--- src/rtl/junction_pkg.sv ---
// junction_pkg: shared definitions for the junction scheduler.
//   phase_e : phase encoding (2'd3 is unused and treated as all-red)
//   idx_w() : index width for an N-entry approach vector
package junction_pkg;

  typedef enum logic [1:0] {
    PH_GREEN  = 2'd0,
    PH_AMBER  = 2'd1,
    PH_ALLRED = 2'd2
  } phase_e;

  function automatic int idx_w(input int n);
    return (n < 2) ? 1 : $clog2(n);
  endfunction

endpackage

--- src/rtl/junction_rr_pick.sv ---
// rr_pick: combinational round-robin finder.
//   req   : request vector
//   base  : index of the current owner; search starts at base+1
//   found : some req bit is set
//   idx   : first set bit at base+1, base+2, ... (mod N), base itself last
module rr_pick
  import junction_pkg::*;
#(
  parameter int N  = 4,
  parameter int IW = idx_w(N)
) (
  input  logic [N-1:0]  req,
  input  logic [IW-1:0] base,
  output logic          found,
  output logic [IW-1:0] idx
);

  logic [IW-1:0] j;

  // Walk farthest-to-nearest so the nearest hit is written last and wins.
  always_comb begin
    found = |req;
    idx   = base;
    j     = base;
    for (int k = N; k >= 1; k--) begin
      j = IW'((int'(base) + k) % N);
      if (req[j]) idx = j;
    end
  end

endmodule

--- src/rtl/junction_scheduler.sv ---
// junction_scheduler: round-robin junction controller.
//   clk, rst        : clock, synchronous active-high reset
//   tick            : one-cycle timebase strobe, advances the phase counter
//   sensor, button  : per-approach vehicle presence / demand request
//   red/amber/green : registered one-hot lamp drives per approach
//   cur_idx         : approach currently owning the junction
//   phase           : GREEN / AMBER / ALLRED
module junction_scheduler
  import junction_pkg::*;
#(
  parameter int N_APPROACH   = 4,
  parameter int GREEN_MIN    = 4,
  parameter int GREEN_MAX    = 8,
  parameter int AMBER_TICKS  = 2,
  parameter int ALLRED_TICKS = 1
) (
  input  logic                          clk,
  input  logic                          rst,
  input  logic                          tick,
  input  logic [N_APPROACH-1:0]         sensor,
  input  logic [N_APPROACH-1:0]         button,
  output logic [N_APPROACH-1:0]         red,
  output logic [N_APPROACH-1:0]         amber,
  output logic [N_APPROACH-1:0]         green,
  output logic [$clog2(N_APPROACH)-1:0] cur_idx,
  output logic [1:0]                    phase
);

  localparam int N  = N_APPROACH;
  localparam int IW = idx_w(N);
  localparam int CW = $clog2(GREEN_MAX + 1);
  localparam logic [CW-1:0] G_MIN = CW'(GREEN_MIN);
  localparam logic [CW-1:0] G_MAX = CW'(GREEN_MAX);
  localparam logic [CW-1:0] A_T   = CW'(AMBER_TICKS);
  localparam logic [CW-1:0] R_T   = CW'(ALLRED_TICKS);
  localparam logic [N-1:0]  LAMP0 = N'(1);

  phase_e        ph, ph_nxt;
  logic [IW-1:0] cur, cur_nxt, nxt_idx, nxt_nxt, pick;
  logic [CW-1:0] cnt, cnt_nxt;
  logic [N-1:0]  pend, pend_nxt, cur_oh, req_oth, green_d, amber_d;
  logic          other;

  // Search excludes the owner so "someone else is waiting" is just found.
  rr_pick #(.N(N), .IW(IW)) u_pick (
    .req  (req_oth),
    .base (cur),
    .found(other),
    .idx  (pick)
  );

  always_comb begin
    cur_oh      = '0;
    cur_oh[cur] = 1'b1;
    req_oth     = pend & ~cur_oh;
  end

  always_comb begin
    ph_nxt  = ph;
    cur_nxt = cur;
    nxt_nxt = nxt_idx;
    case (ph)
      PH_GREEN:
        if (cnt >= G_MIN && other && (!sensor[cur] || cnt >= G_MAX)) begin
          ph_nxt  = PH_AMBER;
          nxt_nxt = pick;
        end
      PH_AMBER:
        if (cnt >= A_T) ph_nxt = PH_ALLRED;
      default:
        if (cnt >= R_T) begin
          ph_nxt  = PH_GREEN;
          cur_nxt = nxt_idx;
        end
    endcase

    // Owner's own demand is meaningless while it already holds green.
    pend_nxt = pend | ((sensor | button) & ~((ph == PH_GREEN) ? cur_oh : '0));
    if (ph != PH_GREEN && ph != PH_AMBER && ph_nxt == PH_GREEN)
      pend_nxt[nxt_idx] = 1'b0;

    if (ph_nxt != ph)           cnt_nxt = '0;
    else if (tick && cnt != G_MAX) cnt_nxt = cnt + 1'b1;
    else                        cnt_nxt = cnt;

    // Lamps decode from next state so they move on the same edge as phase.
    green_d = '0;
    amber_d = '0;
    if (ph_nxt == PH_GREEN)      green_d[cur_nxt] = 1'b1;
    else if (ph_nxt == PH_AMBER) amber_d[cur_nxt] = 1'b1;
  end

  always_ff @(posedge clk) begin
    if (rst) begin
      ph      <= PH_GREEN;
      cur     <= '0;
      nxt_idx <= '0;
      cnt     <= '0;
      pend    <= '0;
      green   <= LAMP0;
      amber   <= '0;
      red     <= ~LAMP0;
    end else begin
      ph      <= ph_nxt;
      cur     <= cur_nxt;
      nxt_idx <= nxt_nxt;
      cnt     <= cnt_nxt;
      pend    <= pend_nxt;
      green   <= green_d;
      amber   <= amber_d;
      red     <= ~(green_d | amber_d);
    end
  end

  assign cur_idx = cur;
  assign phase   = ph;

endmodule
--- config.mk ---
export PLATFORM = sky130hd
export DESIGN_NAME = junction_scheduler
export DESIGN_NICKNAME = d
export VERILOG_FILES = /design/src/rtl/junction_pkg.sv /design/src/rtl/junction_rr_pick.sv /design/src/rtl/junction_scheduler.sv
export SDC_FILE = /design/constraint.sdc
export NUM_CORES = 1
export LEC_CHECK = 0
export ABC_AREA = 0
export CAP_MARGIN = 20
export CORE_ASPECT_RATIO = 1.75
export CORE_MARGIN = 4
export CORE_UTILIZATION = 39
export CTS_BUF_LIST = sky130_fd_sc_hd__clkbuf_4
export DETAILED_ROUTE_END_ITERATION = 12
export MAX_ROUTING_LAYER = met4
export SYNTH_ARGS = -nofsm -noshare
export SYNTH_HDL_FRONTEND = slang
export SYNTH_SLANG_ARGS = --single-unit
--- constraint.sdc ---
create_clock -name clk -period 5.59 [get_ports clk]
set_clock_uncertainty 0.05 [all_clocks]
set_input_delay 1.118 -clock clk [delete_from_list [all_inputs] [get_ports clk]]
set_output_delay 1.118 -clock clk [all_outputs]
set_load 0.01 [all_outputs]
==> insert_results.sql <==
INSERT INTO impl_metrics (metric_group, metric, value, unit) VALUES
('worst_setup_path', 'max_stage_delay', '720', 'ps'),
('detailed_routing', 'postRouteAntennaNets', '0', ''),
('timing', 'fin_crit', '2870', 'ps'),
('yosys', 'synth_area_leader_cell', 'sky130_fd_sc_hd__dfxtp_1', ''),
('global_routing', 'first_global_vias', '1117', ''),
('detailed_routing', 'aggregate_routed_wire_length', '3080', 'um'),
('worst_hold_path', 'worst_hold_path_type', 'flop to flop', ''),
('yosys', 'synth.distinct_cells', '38', ''),
('yosys', 'netlist_top_cells_area', 'sky130_fd_sc_hd__dfxtp_1 (39%), sky130_fd_sc_hd__ha_1 (6.5%), sky130_fd_sc_hd__nor2_1 (5.8%), sky130_fd_sc_hd__a21oi_1 (4.1%), sky130_fd_sc_hd__nor3_1 (3.3%)', ''),
('yosys', 'syn-instance-count', '147', ''),
('floorplan', 'io_pins', '27', ''),
('clocking', 'h_tree_depth', '1', ''),
('floorplan', 'die-width', '52.5', 'um'),
('detailed_routing', 'vias', '1134', ''),
('timing', 'maxSlewHeadroom', '0.602', ''),
('power_and_ir_drop', 'power.leakage', '0.000637', 'uW'),
('timing', 'final_min_period_over_clock_period', '0.514', ''),
('yosys', 'yosysMostFrequentCell', 'sky130_fd_sc_hd__dfxtp_1', ''),
('power_and_ir_drop', 'ir_worst_vdd', '0.157', 'mV'),
('worst_setup_path', 'crit_family', 'flip-flops', ''),
('yosys', 'ys_warn_count', '0', ''),
('global_routing', 'antenna_found_initial', '0', ''),
('worst_setup_path', 'crit_path_end_kind', 'primary output', ''),
('floorplan', 'dieHeight', '85.8', 'um'),
('timing', 'tightest_slew', '596', 'ps'),
('timing', 'max_clock_freq', '348', 'MHz'),
('floorplan', 'core.rowCount', '28', ''),
('cells_and_area', 'synthToLayoutAreaGrowth', '25.3', '%'),
('timing', 'setup_violating_endpoint_count_in_the_final_report', '0', ''),
('detailed_routing', 'drt_iter0_drc', '25', ''),
('place', 'place.port_buffers', '26', ''),
('detailed_routing', 'post_drt_via_cell_ratio', '5.20', ''),
('run', 'max_cap_viol_count', '0', ''),
('yosys', 'proportion_of_register_bits_with_asynchronous_set_or_reset_after_synthesis', '0', ''),
('yosys', 'synthesis.nets', '165', ''),
('floorplan', 'die_area', '0.00450', 'mm^2'),
('worst_setup_path', 'worst-endpoint-arrival', '1710', 'ps'),
('clocking', 'cts_buffers', '3', ''),
('yosys', 'synth_area', '0.00135', 'mm^2'),
('yosys', 'synthTopCellsByCount', 'sky130_fd_sc_hd__dfxtp_1 (26), sky130_fd_sc_hd__nor2_1 (21), sky130_fd_sc_hd__a21oi_1 (11), sky130_fd_sc_hd__nor3_1 (9), sky130_fd_sc_hd__inv_1 (8)', ''),
('yosys', 'ff_latch_count_synth', '26', ''),
('timing', 'timing.final.hold_violations', '0', ''),
('worst_setup_path', 'criticalPathCategory', 'flop to primary output', ''),
('place', 'dp_slack', '2740', 'ps'),
('worst_setup_path', 'cp.required', '4420', 'ps'),
('global_routing', 'first_pass_grt_wire_length', '5200', 'um'),
('status', 'outcome', 'finished clean', ''),
('yosys', 'ys_seq_area_frac', '0.386', ''),
('worst_setup_path', 'critical_path_buf_inv_count', '1', ''),
('clocking', 'postCtsHoldBufs', '0', ''),
('clocking', 'post_cts_setup_repair_buffer_count', '0', ''),
('detailed_routing', 'firstDrtPassIters', '4', ''),
('cells_and_area', 'layout_cells_sized_above_1', '0.0867', ''),
('clocking', 'cts.clk_slew.worst_paths', '140', 'ps'),
('yosys', 'synth_top_area_frac', '0.386', ''),
('timing', 'finalWorstSetupSlack', '2720', 'ps'),
('place', 'dp_hpwl', '2470', 'um'),
('worst_setup_path', 'path_max_fanout', '14', ''),
('floorplan', 'start_util', '0.401', ''),
('yosys', 'synth_enable_flop_cells', '0', ''),
('cells_and_area', 'diodes', '0', ''),
('timing', 'grt_setup_unrepaired', 'false', ''),
('place', 'gpl.final_weighted_congestion', '0.860', ''),
('global_routing', 'globalRouteTotalUtil', '0.158', ''),
('timing', 'setup_total_negative_slack', '0', 'ps'),
('global_routing', 'grt.overflow.total', '0', ''),
('yosys', 'synth_top_flop_cell', 'sky130_fd_sc_hd__dfxtp_1', ''),
('clocking', 'clk-insertion-delay-late', '330', 'ps'),
('cells_and_area', 'nets', '192', ''),
('worst_setup_path', 'worst_setup_path_start_kind', 'flop', ''),
('worst_setup_path', 'slowest_stage', 'sky130_fd_sc_hd__dfxtp_1', '');
## path summary, 6_finish.rpt
kind                         startpoint  slack (ps)                 endpoint  depth (start not counted)
setup reg to reg  cur_idx[0]$_SDFF_PP0_        3220  nxt_idx[0]$_SDFFE_PP0P_                          7
hold / removal       pend[3]$_SDFF_PP0_         480       pend[3]$_SDFF_PP0_                          2
setup / recovery  cur_idx[0]$_SDFF_PP0_        2720               cur_idx[0]                          1
hold reg to reg      pend[3]$_SDFF_PP0_         480       pend[3]$_SDFF_PP0_                          2
## registers in the layout (all words and copies together), names as in the netlist
name / cells
nxt_idx: 2
green: 4
pend: 4
cur_idx: 2
red: 4
amber: 4
phase: 2
cnt: 4
## stage by stage
step	hold WS, ps	cell area [um^2]	utilization	cells	total power, uW
final	481	1690	0.503	218	362
after global routing	508	1690	0.503	218	379
after CTS	486	1690	0.503	218	367
after detailed placement	467	1640	0.487	214	238
after global placement	459	1640	0.487	214	236
after floorplan	424	1350	-	147	223
## report_power, final
part / internal (uW) / total [uW] / leakage, uW / switching (uW)
clock: 72.5 / 129 / 0.0000279 / 56.0
sequential: 189 / 192 / 0.000211 / 3.63
combinational: 21.8 / 41.3 / 0.000398 / 19.6
total: 283 / 362 / 0.000637 / 79.2
## layout make-up
cell class	instances	area, um^2
fill	356	1670
multi-input combinational	108	766
sequential	26	520
timing repair buffer	26	260
tap	45	56.3
inverter	9	36.3
clock inverter	1	30.0
clock buffer	3	22.5
## layer usage
metal  up-vias  track usage  part of all wire
li1        571            -                 -
met1       542        0.173              0.40
met2        15        0.279              0.57
met3         6       0.0157             0.016
met4         0       0.0698             0.015
met5         -            -                 0
## kinds of logic after synthesis
kind of cell,Yosys count,synth area share
XOR/XNOR,4,0.0260
flip-flops,26,0.386
AO/OA/AOI/OAI,28,0.162
adder cells (fa/ha/maj),7,0.0649
buffers and inverters,13,0.0473
AND/OR/NAND/NOR,62,0.243
multiplexers,7,0.0714
## layout by cell type (no fill, tap or decap), types with 7 or more instances in the layout
master | netlist | final
sky130_fd_sc_hd__nor2_1 | 21 | 21
sky130_fd_sc_hd__dfxtp_1 | 26 | 26
sky130_fd_sc_hd__inv_1 | 8 | 8
sky130_fd_sc_hd__a21oi_1 | 11 | 11
sky130_fd_sc_hd__nor3_1 | 9 | 9
sky130_fd_sc_hd__ha_1 | 7 | 7
sky130_fd_sc_hd__clkdlybuf4s50_1 | 0 | 26
(Power assumes the default switching activity.)
